$ cat src/rtl/sign_mag_decode_pkg.sv
// Shared definitions for the signed-result to sign/magnitude/BCD decoder.
package sign_mag_decode_pkg;

    typedef enum logic [1:0] {
        IDLE = 2'b00,
        CONV = 2'b01,
        DONE = 2'b10
    } state_t;

    localparam int NUM_ITER = 8;
    localparam int BCD_W    = 4;
    localparam int DATA_W   = 8;
    localparam int CNT_W    = 4;

    // Magnitude of an 8-bit two's-complement value; -128 wraps to 8'h80 = 128.
    function automatic logic [DATA_W-1:0] abs8(input logic [DATA_W-1:0] d);
        return d[DATA_W-1] ? (~d + DATA_W'(1)) : d;
    endfunction

endpackage

$ cat src/rtl/sign_mag_decode_bcd_add3.sv
// One double-dabble correction cell: digits of 5 or more get +3 before the shift.
module bcd_add3
    import sign_mag_decode_pkg::*;
(
    input  logic [BCD_W-1:0] digit,
    output logic [BCD_W-1:0] adj
);

    // Pre-shift correction so the doubled digit carries into the next decade.
    always_comb begin
        adj = (digit >= BCD_W'(5)) ? digit + BCD_W'(3) : digit;
    end

endmodule

$ cat src/rtl/sign_mag_decode.sv
// Decodes a signed 8-bit result into sign, magnitude and three BCD digits.
// IDLE accepts a result, CONV spends one cycle loading the shifter and then
// eight shift-add-3 iterations, DONE holds the fields until the consumer takes them.
module sign_mag_decode
    import sign_mag_decode_pkg::*;
(
    input  logic              Clk,
    input  logic              Rst,
    input  logic              In_Valid,
    input  logic [DATA_W-1:0] In_Data,
    output logic              In_Ready,
    output logic              Out_Valid,
    input  logic              Out_Ready,
    output logic              Neg,
    output logic [DATA_W-1:0] Mag,
    output logic [BCD_W-1:0]  Hund,
    output logic [BCD_W-1:0]  Tens,
    output logic [BCD_W-1:0]  Ones
);

    localparam logic [CNT_W-1:0] LAST_ITER = CNT_W'(NUM_ITER);

    state_t             state;
    logic [CNT_W-1:0]   cnt;
    logic [DATA_W-1:0]  bin;
    logic [BCD_W-1:0]   hund_adj;
    logic [BCD_W-1:0]   tens_adj;
    logic [BCD_W-1:0]   ones_adj;

    bcd_add3 u_add3_hund (.digit(Hund), .adj(hund_adj));
    bcd_add3 u_add3_tens (.digit(Tens), .adj(tens_adj));
    bcd_add3 u_add3_ones (.digit(Ones), .adj(ones_adj));

    // Control FSM with registered handshake outputs and the conversion datapath.
    // cnt==0 in CONV is the load cycle; cnt 1..8 are the shift iterations, so
    // DONE is entered on the 9th edge after accept.
    always_ff @(posedge Clk) begin
        if (Rst) begin
            state     <= IDLE;
            cnt       <= '0;
            bin       <= '0;
            Neg       <= 1'b0;
            Mag       <= '0;
            Hund      <= '0;
            Tens      <= '0;
            Ones      <= '0;
            In_Ready  <= 1'b0;
            Out_Valid <= 1'b0;
        end else begin
            case (state)
                IDLE: begin
                    if (In_Ready && In_Valid) begin
                        Neg      <= In_Data[DATA_W-1];
                        Mag      <= abs8(In_Data);
                        cnt      <= '0;
                        Hund     <= '0;
                        Tens     <= '0;
                        Ones     <= '0;
                        In_Ready <= 1'b0;
                        state    <= CONV;
                    end else begin
                        In_Ready <= 1'b1;
                    end
                end
                CONV: begin
                    if (cnt == '0) begin
                        bin <= Mag;
                        cnt <= cnt + CNT_W'(1);
                    end else begin
                        // Correct every digit, then shift the next magnitude bit in (MSB first).
                        {Hund, Tens, Ones, bin} <= {hund_adj, tens_adj, ones_adj, bin} << 1;
                        cnt <= cnt + CNT_W'(1);
                        if (cnt == LAST_ITER) begin
                            state     <= DONE;
                            Out_Valid <= 1'b1;
                        end
                    end
                end
                DONE: begin
                    if (Out_Ready) begin
                        Out_Valid <= 1'b0;
                        In_Ready  <= 1'b1;
                        state     <= IDLE;
                    end
                end
                default: begin
                    // Unused encoding: fall back to IDLE; In_Ready rises on the following edge.
                    state     <= IDLE;
                    In_Ready  <= 1'b0;
                    Out_Valid <= 1'b0;
                end
            endcase
        end
    end

endmodule

$ cat config.mk
export PLATFORM = sky130hd
export DESIGN_NAME = sign_mag_decode
export DESIGN_NICKNAME = d
export VERILOG_FILES = /design/src/rtl/sign_mag_decode_pkg.sv /design/src/rtl/sign_mag_decode_bcd_add3.sv /design/src/rtl/sign_mag_decode.sv
export SDC_FILE = /design/constraint.sdc
export NUM_CORES = 1
export LEC_CHECK = 0
export CORE_MARGIN = 5
export CORE_UTILIZATION = 50
export DETAILED_ROUTE_END_ITERATION = 10
export GPL_ROUTABILITY_DRIVEN = 0
export PLACE_DENSITY = 0.79
export SYNTH_ARGS = -nofsm -noshare
export SYNTH_HDL_FRONTEND = slang
export SYNTH_SLANG_ARGS = --single-unit
$ cat constraint.sdc
create_clock -name Clk -period 2.2 [get_ports Clk]
set_input_delay 0.22 -clock Clk [delete_from_list [all_inputs] [get_ports Clk]]
set_output_delay 0.22 -clock Clk [all_outputs]
set_load 0.03 [all_outputs]
* Word level (Yosys, flattened, before mapping)
Cells that the tools add are included.
** Storage, ports and cells
- Register bits :: 37
- Bits in latches :: 0
- RAM bits :: 0
- Memory bits (read-only) :: 0
- Input bits :: 12
- Output and inout port bits :: 23
- Word-level logic and storage cells :: 63
- Memories :: 0
** Operators by class
- $add $sub $neg :: 5
- $mul :: 0
- Div/mod/pow operators :: 0
- $lt $le $gt $ge :: 3
- Eq/ne operators :: 7
- Shifts and indexed selects :: 0
- Mux-type cells :: 25
- Bitwise gates (word level) :: 3
- Reduce and logical (&&, ||, !) cells :: 10
** Operators by type and width (count)
- 4-bit case mux with 2 select lines :: 4
- 4-bit two-way mux :: 6
- 8-bit two-way mux :: 2
- 4-bit by 3-bit greater-or-equal comparator with 1-bit output (second input constant) :: 3
- 4-bit by 2-bit adder with 4-bit output (second input constant) :: 2
- 8-bit by 1-bit adder with 8-bit output (second input constant) :: 1
- 2-bit two-way mux :: 4
- 2-bit != test (second input constant) :: 4
- 8-bit NOT :: 1
- 4-bit AND reduction :: 2
- 1-bit case mux with 3 select lines :: 2
- 2-bit case mux with 3 select lines :: 1
- 2-bit AND reduction :: 3
- 1-bit two-way mux :: 5
- 4-bit by 1-bit adder with 4-bit output (second input constant) :: 1
- 4-bit == test (second input constant) :: 1
- 4-bit zero test :: 1
- 3-bit by 2-bit adder with 3-bit output (second input constant) :: 1
- 3-bit two-way mux :: 1
- 3-bit AND reduction :: 1
- 2-bit by 1-bit == test with 1-bit output (second input constant) :: 1
- 2-bit == test (second input constant) :: 1
- 2-bit zero test :: 1
- 1-bit NOT :: 2
- 2 further kinds :: 2

* Depth between registers and ports, before layout
Gate-level depths: netlist of run 1.
- Word-level depth :: 4
- Depth in mapped cells :: 7
- Mapped depth without buffers :: 6

* By module
From an unflattened synthesis of run 1, not the netlist that was laid out.
** Second synthesis, totals
- Cell total of the unflattened synthesis :: 240
- Area total of the unflattened synthesis :: 1958.1 µm²
** Modules (own cells, without submodules)
- sign_mag_decode :: times used 1, cells an instance 192, area an instance 1654.1 µm², sequential area each 740.7 µm²
- bcd_add3 :: times used 3, cells an instance 16, area an instance 101.3 µm², sequential area each 0.0 µm²

* Least setup slack after synthesis of run 1
Ideal clock, no wire load.
- Path type :: register to register
- From :: reg Ones[1]
- To :: reg Ones[2]
- Library setup time :: 0.075 ns
- Data arrival time :: 1.633 ns
- Data required time :: 2.125 ns
- Slack :: 0.493 ns
- Stages on the path, launching flop included :: 7
- Buffers on the path :: 0
- Clock period less this slack :: 1.707 ns
- Cells stage by stage :: dfxtp_1 -> inv_1 -> ha_1 -> nand2b_1 -> a21oi_1 -> mux2_2 -> o22ai_1
** On the way
- Cells in the longest elaborated chain, start to end :: 4
- Elaborated cells on any way between the ends :: 5
- Those cells by class :: add/sub (1); order compare (1); mux (3)
** Ends and longest elaborated chain
- start: declaration :: RTL line sign_mag_decode.sv:18 : output logic [BCD_W-1:0] Ones
- start signal: assignment :: RTL line sign_mag_decode.sv:71 : {Hund, Tens, Ones, bin} <= {hund_adj, tens_adj, ones_adj, bin} << 1;
- 4-bit by 2-bit adder with 4-bit output or 4-bit by 3-bit greater-or-equal comparator with 1-bit output (tied branches) :: RTL line sign_mag_decode_bcd_add3.sv:11 : adj = (digit >= BCD_W'(5)) ? digit + BCD_W'(3) : digit;
- 4-bit two-way mux (*) :: RTL line sign_mag_decode_bcd_add3.sv:11
- 4-bit two-way mux (*) :: RTL line sign_mag_decode.sv:66 : if (cnt == '0) begin
- 4-bit case mux with 2 select lines (*) :: RTL line sign_mag_decode.sv:50 : case (state)
Mark *: on every way between the ends. The rest lies on a longest branch, timed or not. The select of a mux whose other input is x is not followed.
A chain may end at the register's enable or synchronous reset.

* Worst setup path after layout of run 1
- From :: reg cnt[0]
- To :: reg Tens[3]
** On the way
- Cells in the longest elaborated chain, start to end :: 3
** Ends and longest elaborated chain
- start: declaration :: RTL line sign_mag_decode.sv:24 : logic [CNT_W-1:0] cnt;
- start signal: assignment :: RTL line sign_mag_decode.sv:68 : cnt <= cnt + CNT_W'(1);
- start signal: assignment :: RTL line sign_mag_decode.sv:72 : cnt <= cnt + CNT_W'(1);
- 4-bit zero test :: RTL line sign_mag_decode.sv:66
- 2-bit != test (no source line)
- 3-bit AND reduction (no source line)
- end signal: assignment :: RTL line sign_mag_decode.sv:71
- end: declaration :: RTL line sign_mag_decode.sv:17 : output logic [BCD_W-1:0] Tens,
Every way passes these cells.

==> impl_metrics.ini, run 1 <==
[logic_synthesis]
synth_nets = 243
synth_area_per_cell_um2 = 8.67
yosys_warnings = 0
async_reset_ff_share_pct = 0
ys_types = 42
synth_seq_cells = 37
synth_ff_type = dfxtp_1
synth_edf_count = 0
yosysSeqAreaShare_pct = 38.5
syn-cell-area_mm2 = 0.00192
syn_inst = 222

[worst_setup_path]
crit_fanout = 8
required_ps = 2420
arrival_ps = 2040
critPathKind = flip-flop to flip-flop
reg2reg_from = cnt[0]
start_kind = flip-flop
startpoint = cnt[0]
ff2ff_path_depth = 6
end_kind = flip-flop

[sta]
drv_slew = 0
finalHoldViolations = 0
relSlewSlack_pct = 67.0
period_share_pct = 82.6
tightest_slew_ps = 494
fmax_mhz = 551
fin_setup_tns_ps = 0
finClkSkew_ps = 4.18
fin_ws_ps = 384
grt_setup_unrepaired = no
finalCriticalPeriod_ps = 1820
setup_viol = 0

[cells_and_area]
register_area_um2 = 741
stdcell_count = 304
drive_gt1_share_pct = 8.20
layout.nets = 276
final_common_cell = dfxtp_1
nFillCells = 329
multi_input_area_mm2 = 0.00108
area_delta_synth_final_pct = 25.6
diodes = 0
fin_area_mm2 = 0.00242
layout.cells.most_common_list = dfxtp_1, clkdlybuf4s50_1, nor2_1

[clock_tree]
cts_tree = built
cts_setup_buffers = 0
clockRootBuffer = clkbuf_8
clock_latency_ps = 290
cts.sinks = 37
cts_resized = 0
cts_made_buffers = 5
htree_levels = 2
clock_path_buffers = 2
cts_hold_buf = 0
cts.clk_slew.worst_paths_ps = 70

[global_route]
grt-ovfl-total = 0
grt_pass1_vias = 1549
grt_max_degree = 33
grt_use_total_pct = 17.5
grt_pass1_wl_um = 7180
antenna_found_initial = 0

[routing]
ant_nets = 0
vias_per_cell = 5.70
drc = 0
initialDrtViolationCount = 127
wire_per_inst_um = 14.1
num_vias = 1733
finalWirelength_um = 4270
drtPass1Iterations = 4

[floorplanning]
die_x_um = 72.0
die_y_um = 72.0
ios = 35
coreArea_mm2 = 0.00369
start_util_pct = 52.2
num_rows = 22
die_area_mm2 = 0.00519

[placement]
postPlaceCellArea_mm2 = 0.00232
dp_slack_ps = 318
port_buffers = 34
dp.final_hpwl_um = 3120
dp_cells = 296

[flow_run]
cap_viol_max_count = 0

[status]
status = finished clean

[power]
power.density_mw_per_mm2 = 611
power_mw = 1.48
peakVddDrop_uv = 413
p_leak_nw = 0.838

[min_path]
min_from = bin[7]
hold-path-cell-count = 2
worstHoldPathType = flip-flop to flip-flop
## final cells by class
class                      count  area share [%]
multi-input combinational    159            44.6
clock inverter                 1           0.207
sequential                    37            30.6
timing repair buffer          42            16.6
inverter                      10            1.55
tap                           48            2.48
clock buffer                   7            3.99
## power breakdown
group	leakage, nW	switching, mW	internal [mW]
registers	0.301	0.0244	0.697
clock network	0.0542	0.237	0.283
logic	0.483	0.133	0.104
## stage by stage
stage / utilization (%) / hold WS (ps)
CTS: 65.5 / 461
global route: 65.5 / 477
detailed placement: 62.8 / 451
finish: 65.5 / 460
global placement: 62.8 / 443
floorplan: - / 356
## state kept, by name, summed over array words and instances (netlist names)
| signal | count |
|---|---|
| Hund | 4 |
| In_Ready | 1 |
| Mag | 8 |
| Neg | 1 |
| Ones | 4 |
| Out_Valid | 1 |
| Tens | 4 |
| bin | 8 |
| cnt | 4 |
| state | 2 |
## path summary, 6_finish.rpt
| check | slack [ps] | to |
|---|---|---|
| worst max-delay path | 380 | Tens[3] |
| worst min-delay path | 460 | Ones[0] |
| worst max register to register | 380 | Tens[3] |
| worst min register to register | 460 | Ones[0] |
## synth_stat cells, types with 4 or more instances
| master | count | area, um^2 |
|---|---|---|
| o22ai_1 | 5 | 31.3 |
| dfxtp_1 | 37 | 741 |
| buf_2 | 7 | 35.0 |
| nand2_1 | 10 | 37.5 |
| nor2_1 | 23 | 86.3 |
| nor4_1 | 10 | 62.6 |
| o21ai_0 | 6 | 30.0 |
| clkbuf_1 | 6 | 22.5 |
| inv_1 | 10 | 37.5 |
| a21oi_1 | 18 | 90.1 |
| nand3_1 | 6 | 30.0 |
| a211oi_1 | 13 | 97.6 |
| or3_1 | 4 | 25.0 |
| ha_1 | 9 | 113 |
| nand2b_1 | 4 | 25.0 |
| mux2i_1 | 11 | 110 |
## logic make-up (layout without fill, tap and decap cells)
logic type | Yosys count | in the layout | synth area share, %
compound gates | 55 | 55 | 18.1
xor+xnor | 6 | 6 | 2.73
fa+ha+maj | 9 | 9 | 5.85
buf+inv | 26 | 60 | 6.31
flops | 37 | 37 | 38.5
mux | 14 | 14 | 7.48
simple gates | 75 | 75 | 21.0
## metal layers
layer / track usage, % / part of all wire, % / vias to the layer above
li1: - / - / 875
met1: 23.9 / 46 / 801
met2: 26.4 / 46 / 50
met3: 3.88 / 5.6 / 7
met4: 8.14 / 1.9 / 0
met5: 0 / 0 / -
## worst max-delay path: stages (launching register included)
cell	delay [ps]
dfxtp_1	360
inv_1	70
ha_1	160
or3b_1	560
a21oi_2	310
o21ai_0	120
a21oi_1	160
Power figures use the tool's default switching activity.
==> run 2, diff against run 1 <==
Clock period 2.2 ns to 1.86 ns, I/O delays scaled along.
==> impl_metrics.ini, run 2 (same netlist as run 1, synthesis figures left out) <==
[status]
status = finished clean

[cells_and_area]
drive_gt1_share_pct = 9.58
layout.nets = 281
layout.cells.most_common_list = dfxtp_1, clkdlybuf4s50_1, nor2_1
nFillCells = 327
fin_util_pct = 66.4
fin_area_mm2 = 0.00245
register_area_um2 = 741
reg_top3 = Mag x8, bin x8
stdcell_count = 309
multi_input_area_mm2 = 0.00108
final_common_cell = dfxtp_1
diodes = 0
area_delta_synth_final_pct = 27.2

[routing]
drtPass1Iterations = 4
ant_nets = 0
finalWirelength_um = 4360
drc = 0
initialDrtViolationCount = 83
vias_per_cell = 5.62
num_vias = 1737
wire_per_inst_um = 14.1

[clock_tree]
cts.clk_slew.worst_paths_ps = 70
clock_path_buffers = 2
cts_resized = 0
cts_tree = built
clockRootBuffer = clkbuf_8
cts_made_buffers = 5
cts.sinks = 37
clock_latency_ps = 280
htree_levels = 2
cts_hold_buf = 0
cts_setup_buffers = 0

[worst_setup_path]
crit_family = simple AND/OR/NAND/NOR gates
crit_fanout = 6
required_ps = 2020
arrival_ps = 1830
start_kind = flip-flop
end_kind = flip-flop
rrSetupSlack_ps = 180
critPathKind = flip-flop to flip-flop
max_stage_delay_ps = 360
path_cells = inv_1, ha_1, nor3b_1, nor2_1, buf_4, o41ai_1
crit_buf_inv = 2
worst_path_max_delay_cell = dfxtp_1

[power]
p_leak_nw = 0.857
power_mw = 1.67
peakVddDrop_uv = 423
power.density_mw_per_mm2 = 682

[global_route]
grt_max_degree = 27
antenna_found_initial = 0
grt_pass1_wl_um = 7200
grt_use_total_pct = 17.6
grt_pass1_vias = 1635
grt-ovfl-total = 0

[floorplanning]
die_y_um = 72.0
die_area_mm2 = 0.00519
start_util_pct = 52.2
die_x_um = 72.0
coreArea_mm2 = 0.00369
num_rows = 22
ios = 35

[sta]
period_share_pct = 90.1
finalHoldViolations = 0
fmax_mhz = 596
grt_setup_unrepaired = no
setup_viol = 0
hold_ws_ps = 467
finalCriticalPeriod_ps = 1680
fin_setup_tns_ps = 0
relSlewSlack_pct = 74.0
finClkSkew_ps = 4.83
fin_ws_ps = 183
drv_slew = 0
tightest_slew_ps = 388

[placement]
dp_cells = 301
postPlaceCellArea_mm2 = 0.00237
port_buffers = 34
dp.final_hpwl_um = 3250
dp_slack_ps = 169

[min_path]
worstHoldPathType = flip-flop to flip-flop

[flow_run]
cap_viol_max_count = 0
run 2: changes by cell type in the layout (fill, tap and decap cells not counted), sizes merged:
cell / change
clkinv: +1
clkbuf: -1
buf: +5
run 2: area by class of cell:
class | count | area share (%)
Timing Repair Buffer | 47 | 18.4
Sequential cell | 37 | 30.3
Inverter | 10 | 1.53
Clock inverter | 2 | 0.409
Tap cell | 48 | 2.45
Clock buffer | 6 | 2.96
Multi-Input combinational cell | 159 | 44.0
run 2: worst register-to-register path: stages (launching register included):
cell	delay [ps]
dfxtp_1	360
inv_1	70
ha_1	160
nor3b_1	350
nor2_1	120
buf_4	180
o41ai_1	310
run 2: final timing paths:
check	start	end	cells after the start
min reg2reg	bin[7]	Ones[0]	2
min	bin[7]	Ones[0]	2
max reg2reg	cnt[0]	Ones[1]	6
max	cnt[0]	Ones[1]	6
run 2: report_power, final:
part	leakage [nW]	total, mW	internal [mW]	switching (mW)
logic	0.511	0.294	0.133	0.161
clock network	0.0450	0.522	0.259	0.263
registers	0.301	0.853	0.825	0.0283
run 2: metal layers:
layer  global-route usage [%]  share of wire (%)  vias to the layer above
met2                     30.6                 49                       37
met4                     5.85                1.3                        0
met1                     21.1                 46                      821
li1                         -                  -                      875
met5                        0                  0                        -
met3                     4.43                3.9                        4
